--- config.mk ---
export PLATFORM = sky130hd
export DESIGN_NAME = dcache_controller
export DESIGN_NICKNAME = d
export VERILOG_FILES = /design/src/rtl/dcache_controller.sv
export SDC_FILE = /design/constraint.sdc
export NUM_CORES = 1
export LEC_CHECK = 0
export BUFFER_PORTS_ARGS = -buffer_cell sky130_fd_sc_hd__clkbuf_2
export CAP_MARGIN = 20
export CORE_MARGIN = 2
export CORE_UTILIZATION = 54
export CTS_CLUSTER_SIZE = 8
export DETAILED_ROUTE_END_ITERATION = 10
export HOLD_SLACK_MARGIN = 0.15
export PLACE_DENSITY_LB_ADDON = 0.3
export RECOVER_POWER = 100
export SYNTH_ARGS = -nofsm -noshare
export SYNTH_HDL_FRONTEND = slang
export SYNTH_SLANG_ARGS = --single-unit
--- constraint.sdc ---
create_clock -name CLK -period 4.2 [get_ports CLK]
set_input_delay 1.26 -clock CLK [delete_from_list [all_inputs] [get_ports CLK]]
set_output_delay 1.26 -clock CLK [all_outputs]
set_load 0.005 [all_outputs]
--- src/rtl/dcache_controller.sv ---
// Direct-mapped, write-back, write-allocate data cache between the CPU load/store port and block memory.
// Define DCACHE_STATS_EN to add saturating HIT_COUNT/MISS_COUNT/WB_COUNT statistics outputs.
module dcache_controller #(
    parameter int unsigned INDEX_W = 3,
    parameter int unsigned STAT_W  = 16
) (
    input  logic              CLK,
    input  logic              RESET,
    input  logic              READ,
    input  logic              WRITE,
    input  logic [7:0]        ADDRESS,
    input  logic [7:0]        WRITEDATA,
    output logic [7:0]        READDATA,
    output logic              BUSYWAIT,
    output logic              MEM_READ,
    output logic              MEM_WRITE,
    output logic [5:0]        MEM_ADDRESS,
    output logic [31:0]       MEM_WRITEDATA,
    input  logic [31:0]       MEM_READDATA,
    input  logic              MEM_BUSYWAIT
`ifdef DCACHE_STATS_EN
    ,
    output logic [STAT_W-1:0] HIT_COUNT,
    output logic [STAT_W-1:0] MISS_COUNT,
    output logic [STAT_W-1:0] WB_COUNT
`endif
);

    localparam int unsigned TAG_W = 8 - 2 - INDEX_W;
    localparam int unsigned LINES = 1 << INDEX_W;

    typedef enum logic [1:0] {StIdle, StWriteBack, StMemRead, StUpdate} state_e;

    state_e             state_q, state_d;
    logic [31:0]        data_q [LINES];
    logic [TAG_W-1:0]   tag_q  [LINES];
    logic [LINES-1:0]   valid_q, dirty_q;
    logic [7:0]         readdata_q;
    logic [31:0]        fill_q;

    logic [TAG_W-1:0]   req_tag;
    logic [INDEX_W-1:0] idx;
    logic [4:0]         bsel;
    logic [31:0]        line;
    logic [7:0]         rd_byte;
    logic               hit, hit_rd, hit_wr, upd_we, fill_cap;

    assign req_tag = ADDRESS[7 -: TAG_W];
    assign idx     = ADDRESS[2 +: INDEX_W];
    assign bsel    = {ADDRESS[1:0], 3'b000};
    assign line    = data_q[idx];
    assign rd_byte = line[bsel +: 8];
    assign hit     = valid_q[idx] && (tag_q[idx] == req_tag);

    always_comb begin
        state_d       = state_q;
        BUSYWAIT      = 1'b0;
        MEM_READ      = 1'b0;
        MEM_WRITE     = 1'b0;
        MEM_ADDRESS   = {req_tag, idx};
        MEM_WRITEDATA = line;
        READDATA      = readdata_q;
        hit_rd        = 1'b0;
        hit_wr        = 1'b0;
        upd_we        = 1'b0;
        fill_cap      = 1'b0;
        case (state_q)
            StIdle: begin
                if (READ || WRITE) begin
                    if (hit) begin
                        // WRITE wins when both strobes are high.
                        hit_wr = WRITE;
                        hit_rd = READ && !WRITE;
                        if (hit_rd) READDATA = rd_byte;
                    end else begin
                        BUSYWAIT = 1'b1;
                        state_d  = (valid_q[idx] && dirty_q[idx]) ? StWriteBack : StMemRead;
                    end
                end
            end
            StWriteBack: begin
                BUSYWAIT    = 1'b1;
                MEM_WRITE   = 1'b1;
                MEM_ADDRESS = {tag_q[idx], idx};
                if (!MEM_BUSYWAIT) state_d = StMemRead;
            end
            StMemRead: begin
                BUSYWAIT = 1'b1;
                MEM_READ = 1'b1;
                if (!MEM_BUSYWAIT) begin
                    state_d  = StUpdate;
                    fill_cap = 1'b1;
                end
            end
            StUpdate: begin
                BUSYWAIT = 1'b1;
                upd_we   = 1'b1;
                state_d  = StIdle;
            end
            default: state_d = StIdle;
        endcase
        // Reset aborts any transaction immediately and quiets every strobe.
        if (RESET) begin
            state_d   = StIdle;
            BUSYWAIT  = 1'b0;
            MEM_READ  = 1'b0;
            MEM_WRITE = 1'b0;
            READDATA  = readdata_q;
            hit_rd    = 1'b0;
            hit_wr    = 1'b0;
            upd_we    = 1'b0;
            fill_cap  = 1'b0;
        end
    end

    always_ff @(posedge CLK) begin
        if (RESET) begin
            state_q    <= StIdle;
            valid_q    <= '0;
            dirty_q    <= '0;
            readdata_q <= '0;
        end else begin
            state_q <= state_d;
            if (hit_rd) readdata_q <= rd_byte;
            if (hit_wr) dirty_q[idx] <= 1'b1;
            if (upd_we) begin
                valid_q[idx] <= 1'b1;
                dirty_q[idx] <= 1'b0;
            end
        end
    end

    always_ff @(posedge CLK) begin
        if (fill_cap) fill_q <= MEM_READDATA;
        if (hit_wr) data_q[idx][bsel +: 8] <= WRITEDATA;
        if (upd_we) begin
            data_q[idx] <= fill_q;
            tag_q[idx]  <= req_tag;
        end
    end

`ifdef DCACHE_STATS_EN
    logic [STAT_W-1:0] hit_cnt_q, miss_cnt_q, wb_cnt_q;
    logic              after_fill_q;

    // The hit that completes a miss is not counted as a hit.
    always_ff @(posedge CLK) begin
        if (RESET) begin
            hit_cnt_q    <= '0;
            miss_cnt_q   <= '0;
            wb_cnt_q     <= '0;
            after_fill_q <= 1'b0;
        end else begin
            after_fill_q <= (state_q == StUpdate);
            if ((hit_rd || hit_wr) && !after_fill_q && hit_cnt_q != '1) begin
                hit_cnt_q <= hit_cnt_q + 1'b1;
            end
            if (state_q == StIdle && state_d != StIdle && miss_cnt_q != '1) begin
                miss_cnt_q <= miss_cnt_q + 1'b1;
            end
            if (state_q == StWriteBack && state_d == StMemRead && wb_cnt_q != '1) begin
                wb_cnt_q <= wb_cnt_q + 1'b1;
            end
        end
    end

    assign HIT_COUNT  = hit_cnt_q;
    assign MISS_COUNT = miss_cnt_q;
    assign WB_COUNT   = wb_cnt_q;
`endif

endmodule

==> results of run 1 <==
==> routing by layer <==
layer | vias up | global-route usage [%] | share of wire, %
li1 | 4115 | - | -
met1 | 4743 | 38.5 | 39
met2 | 568 | 45.0 | 47
met3 | 122 | 4.69 | 9.2
met4 | 0 | 13.5 | 5.0
met5 | - | 0 | 0
==> critical path: stages <==
cell and delay (ns):
buf_12 0.11, buf_12 0.13, mux2_4 0.29, a221o_1 0.29
a221o_1 0.37, mux4_2 0.49, mux2_4 0.28, clkbuf_2 0.11
==> how the worst max path moves through the flow <==
stage                          start          end  slack, ns  cells past startpoint
final                     ADDRESS[4]  READDATA[7]      -0.41                      8
after global placement    ADDRESS[2]  READDATA[6]      -0.58                     10
after floorplan           ADDRESS[4]  READDATA[7]      -0.18                      7
after detailed placement  ADDRESS[2]  READDATA[6]      -0.57                     10
after global routing      ADDRESS[4]  READDATA[7]      -0.43                      8
after CTS                 ADDRESS[4]  READDATA[7]      -0.41                      8
==> sequential cells by signal, indices dropped and copies added (netlist names) <==
name	cells
readdata_q	8
dirty_q	8
fill_q	32
tag_q	24
valid_q	8
state_q	2
data_q	256
==> area by class of cell <==
type                       instances  area, sq um
fill                            1525         7160
inverter                          11         45.0
timing repair buffer             295         2690
clock inverter                     3         33.8
clock buffer                      64         1260
sequential                       338         9890
multi-input combinational        463         4420
tap                              335          419
==> cells in the mapped netlist, types with 16 or more instances <==
cell type / count
a22o_1: 42
a221oi_1: 25
buf_2: 18
dfxtp_1: 26
a22oi_1: 16
mux4_2: 29
nor2_1: 36
clkbuf_1: 21
a31o_2: 33
nor3_1: 20
edfxtp_1: 312
o22ai_1: 21
mux2i_1: 33
mux2_2: 27
a21oi_1: 17
nand2_1: 40
==> stage by stage <==
step                      hold slack (ns)  TNS (ns)  setup WS, ns
final                               0.455     -3.05        -0.407
after CTS                           0.449     -2.59        -0.407
after global placement              0.429     -4.45        -0.578
after detailed placement            0.438     -4.55        -0.570
after floorplan                     0.419    -0.551        -0.183
after global routing                0.474     -3.37        -0.432
==> logic make-up (layout without fill, tap and decap cells) <==
logic type                 after synthesis  count (layout)  synth area share, %
AOI/OAI and AO/OA                      209             209                 11.7
adders and majority gates               10              10                0.881
buffers and inverters                   73             373                 2.90
DFF                                    338             338                 69.6
muxes                                   94              94                 9.54
and+or+nand+nor                        150             150                 5.37
==> layout by cell type (no fill, tap or decap), drive strengths merged, types with 26 or more instances in the layout <==
cell | netlist | final
a31o | 33 | 33
edfxtp | 312 | 312
mux2 | 32 | 32
buf | 41 | 193
a22o | 42 | 42
mux2i | 33 | 33
clkbuf | 21 | 165
mux4 | 29 | 29
nor2 | 36 | 36
nand2 | 40 | 40
dfxtp | 26 | 26
==> power breakdown <==
| part | switching [mW] | internal (mW) | total (mW) |
|---|---|---|---|
| registers | 0.0167 | 3.75 | 3.76 |
| clock network | 1.30 | 2.06 | 3.36 |
| logic | 0.466 | 0.376 | 0.841 |
==> repair_timing <==
item	CTS	global route
endpoints found under the setup margin	14	13
cloned	4	2
pin swaps	16	5
hold endpoints to repair	0	0
buffers inserted	8	5
gates resized for setup	84	25
hold buffers	0	0
==> metrics.md, run 1 <==
| Metric | Value |
|---|---|
| Main area contributors after synthesis | `edfxtp_1 (66%), mux4_2 (4.6%), dfxtp_1 (3.7%)` |
| Pins Over Slew Limit | `0` |
| Finished Layout Cells | `1509` |
| Antenna Nets Post-Route | `0` |
| CP required | `2.94 ns` |
| Area growth, synth to finish | `32.1%` |
| Post-Route WL | `39500 microns` |
| Pre-Repair DR Iteration Count | `6` |
| Iter 0 DRT Violations | `1091` |
| Fin nets | `1220` |
| Core area | `25900 sq um` |
| Top-area cell type share of the netlist area | `66.0%` |
| Post-DP Area | `16700 sq um` |
| Die Y | `166 microns` |
| Critical Path Start Type | `input pin` |
| CP endpoint kind | `primary output` |
| Layout cells sized above 1 | `44.0%` |
| Status | `complete, but fails checks` |
| First-pass GRT wire length | `57600 microns` |
| H-tree level count | `2` |
| Max Clock Skew | `0.0107 ns` |
| Total power | `7.96 mW` |
| Hold depth | `1` |
| Clock Latency Late Sink | `0.54 ns` |
| Number of CTS-inserted buffers | `48` |
| Main synth FF type | `edfxtp_1` |
| Power Dens Cells | `424 nW/um^2` |
| Via/cell ratio | `6.33` |
| Design area | `18800 sq um` |
| Yosys top cell by area | `edfxtp_1` |
| DR WL/cell | `26.2 microns` |
| RSZ-0062 raised after global routing | `true` |
| Grt ovf | `0` |
| Seq cells post-synth | `338` |
| Crit-path max FO | `9` |
| Number of diodes | `0` |
| Gp weighted congestion | `0.899` |
| Setup violators final | `10` |
| Syn Nets | `937` |
| Max Cap Viol | `0` |
| IO Port Bufs | `101` |
| DP HPWL | `27000 microns` |
| Max Freq | `0.217 GHz` |
| Hold Crit Start | `valid_q[5]` |
| Post-synth ARST share | `0%` |
| Register area share after synthesis | `69.6%` |
| P_leak | `6.99 nW` |
| Failing checks | `negative setup slack` |
| Reg2reg setup slack | `1.66 ns` |
| Vias in the first global route | `9318` |
| Synthesized area | `14200 sq um` |
| DRC | `0` |
| Reg-to-Reg End | `data_q[2][17]` |
| I/O pin count | `102` |
| Final Critical Period | `4.61 ns` |
| CTS clk-pin slew, worst paths | `0.05 ns` |
| Via count | `9548` |
| CP Class | `input pin to primary output` |
| Clk sink count | `338` |
| Final core occ | `72.4%` |
| Hold endpoint | `valid_q[5]` |
| Final hold viol count | `0` |
| Yosys cell types | `59` |
| WP data arrival | `3.35 ns` |
| Die area | `27600 sq um` |
| Count of flip-flops with a built-in enable after synthesis | `312` |
| Initial core utilization | `54.8%` |
| Initial antenna violation count | `0` |
| Slew margin rel. | `37.6%` |
| Pin count of the biggest net entering global routing | `36` |
| Synthesis warning total | `0` |
| Worst-margin pin slew | `0.934 ns` |
| Site Rows | `59` |
| Total GRT Usage | `28.3%` |
| Worst R2R Path Depth | `9` |
| Root Buffer | `clkbuf_16` |
| CTS tree | `yes` |
| Final WS setup | `-0.407 ns` |
| Cells after synthesis | `874` |
| FF-to-FF Start | `tag_q[5][0]` |
| Clock Tree Buf Depth | `3` |
| Mean post-synth cell area | `16.2 sq um` |
| Max VDD drop | `0.346 mV` |
| Placed instance count | `1423` |
| Final Cycle Share | `110%` |
| Die Span X | `166 microns` |
| Worst Hold Class | `flip-flop to flip-flop` |
Note: power is estimated with default switching activity, not from simulation.
==> inputs of run 2 (changes only) <==
==> constraint.sdc (replaced) <==
create_clock -name CLK -period 4.1 [get_ports CLK]
set_input_delay 1.23 -clock CLK [delete_from_list [all_inputs] [get_ports CLK]]
set_output_delay 1.23 -clock CLK [all_outputs]
set_load 0.005 [all_outputs]
==> metrics.md, run 2 (synthesized netlist as in run 1, its figures left out) <==
| Metric | Value |
|---|---|
| Status | `complete, but fails checks` |
| Failing checks | `max-capacitance violations, max-slew violations, negative setup slack` |
| Initial antenna violation count | `0` |
| Psw | `1.82 mW` |
| Commonest non-fill, non-tap cell in the layout | `edfxtp_1` |
| Antenna Nets Post-Route | `0` |
| Gp weighted congestion | `0.949` |
| Placed instance count | `1434` |
| CP required | `2.87 ns` |
| Final core occ | `71.9%` |
| Max Cap Viol | `1` |
| P_int | `6.37 mW` |
| Max Freq | `0.222 GHz` |
| Worst Hold Class | `flip-flop to flip-flop` |
| Setup violators final | `41` |
| Comb power frac | `10.5%` |
| WHS | `0.450 ns` |
| Critical path's largest stage delay | `0.53 ns` |
| Setup TNS | `-7.06 ns` |
| Initial core utilization | `54.8%` |
| CP bufs+invs | `2` |
| Via/cell ratio | `6.32` |
| DR top layer | `met4` |
| Root Buffer | `clkbuf_16` |
| Via count | `9633` |
| Clock Power Share | `42.4%` |
| Pin count of the biggest net entering global routing | `41` |
| P_leak | `6.96 nW` |
| Slowest CP cell | `mux4_2` |
| Metal-1 WL | `15400 microns` |
| Fin nets | `1232` |
| Post-Route WL | `40100 microns` |
| Total GRT Usage | `28.4%` |
| DRC | `0` |
| Final WS setup | `-0.399 ns` |
| CP Class | `input pin to primary output` |
| Total power | `8.19 mW` |
| Critical Path Start Type | `input pin` |
| H-tree level count | `2` |
| I/O pin count | `102` |
| Area growth, synth to finish | `31.2%` |
| Die Span X | `166 microns` |
| Vias in the first global route | `9549` |
| Storage element area | `9890 sq um` |
| Number of CTS-inserted buffers | `48` |
| RSZ-0062 raised after global routing | `true` |
| Final Critical Period | `4.50 ns` |
| CP endpoint kind | `primary output` |
| Layout cells sized above 1 | `41.4%` |
| Seq pwr share | `47.1%` |
| Clk sink count | `338` |
| DP HPWL | `27000 microns` |
| Largest regs | `data_q: 256 flops, fill_q: 32 flops, tag_q: 24 flops` |
| Crit-path max FO | `7` |
| Iter 0 DRT Violations | `1267` |
| Finished Layout Cells | `1525` |
| Met3 WL | `3910 microns` |
| Top reg by flops | `data_q` |
| Commonest cells after routing, fill and taps aside | `edfxtp_1 (312), buf_4 (131), clkbuf_2 (95)` |
| Fillers | `1588` |
| Power Dens Cells | `439 nW/um^2` |
| Die Y | `166 microns` |
| Final hold viol count | `0` |
| Slew margin rel. | `-11.9%` |
| Final Cycle Share | `110%` |
| Core area | `25900 sq um` |
| Routed wl met2 | `19200 microns` |
| WP data arrival | `3.27 ns` |
| Clock Tree Buf Depth | `3` |
| CTS clk-pin slew, worst paths | `0.05 ns` |
| Max FFs per register | `256` |
| CP top delay family | `multiplexers` |
| Max VDD drop | `0.423 mV` |
| Die area | `27600 sq um` |
| Site Rows | `59` |
| Critical-path cell list | `buf_16 > mux2_4 > a221o_1 > a221o_1 > mux4_2 > mux2_4 > clkbuf_2` |
| Grt ovf | `0` |
| Multi-input logic area | `4270 sq um` |
| Pins Over Slew Limit | `33` |
| Pre-Repair DR Iteration Count | `7` |
| First-pass GRT wire length | `58300 microns` |
| Switching share of power | `22.2%` |
| Clock Latency Late Sink | `0.53 ns` |
| CTS tree | `yes` |
| IO Port Bufs | `101` |
| Worst-margin pin slew | `1.67 ns` |
| Max Clock Skew | `0.0205 ns` |
| DR WL/cell | `26.3 microns` |
## run 2: per-stage QoR
stage | setup WS, ns | cell area [sq um]
finish | -0.399 | 18600
global route | -0.433 | 18600
CTS | -0.407 | 18500
detailed placement | -0.705 | 16800
global placement | -0.718 | 16800
floorplan | -0.223 | 14300
## run 2: timing repair
action / CTS / global route
pin swaps: 7 / 5
buffers inserted: 7 / 10
gates resized for setup: 66 / 19
hold buffers: 0 / 0
endpoints found under the setup margin: 20 / 11
gates cloned: 2 / 1
## run 2: layout make-up
type	instances	area share [%]
Clock buffer	69	6.99
Tap cell	335	2.25
Antenna cell	1	0.0134
Sequential cell	338	53.1
Clock inverter	1	0.0403
Timing Repair Buffer	307	14.5
Multi-Input combinational cell	463	22.9
Inverter	11	0.249
## run 2: power by group through the flow
stage                     clock (mW)  sequential, mW  combinational, mW
after floorplan                    0            3.91              0.400
after global placement             0            3.92              0.745
after detailed placement           0            3.92              0.760
after CTS                       3.49            3.85              0.818
after global routing            3.65            3.86              0.907
final                           3.47            3.86              0.858
## run 2: worst paths after layout
path                                  from             to  slack, ns  cells past startpoint
worst min-delay path            valid_q[6]     valid_q[6]       0.45                      1
worst min register to register  valid_q[6]     valid_q[6]       0.45                      1
worst max register to register  state_q[0]  data_q[0][30]       0.27                      6
worst max-delay path            ADDRESS[4]    READDATA[7]      -0.40                      7
## run 2: metal layers
metal / vias up / global-route usage [%]
met1: 4810 / 38.3
li1: 4146 / -
met4: 0 / 10.7
met3: 109 / 5.77
met5: - / 0
met2: 568 / 46.2
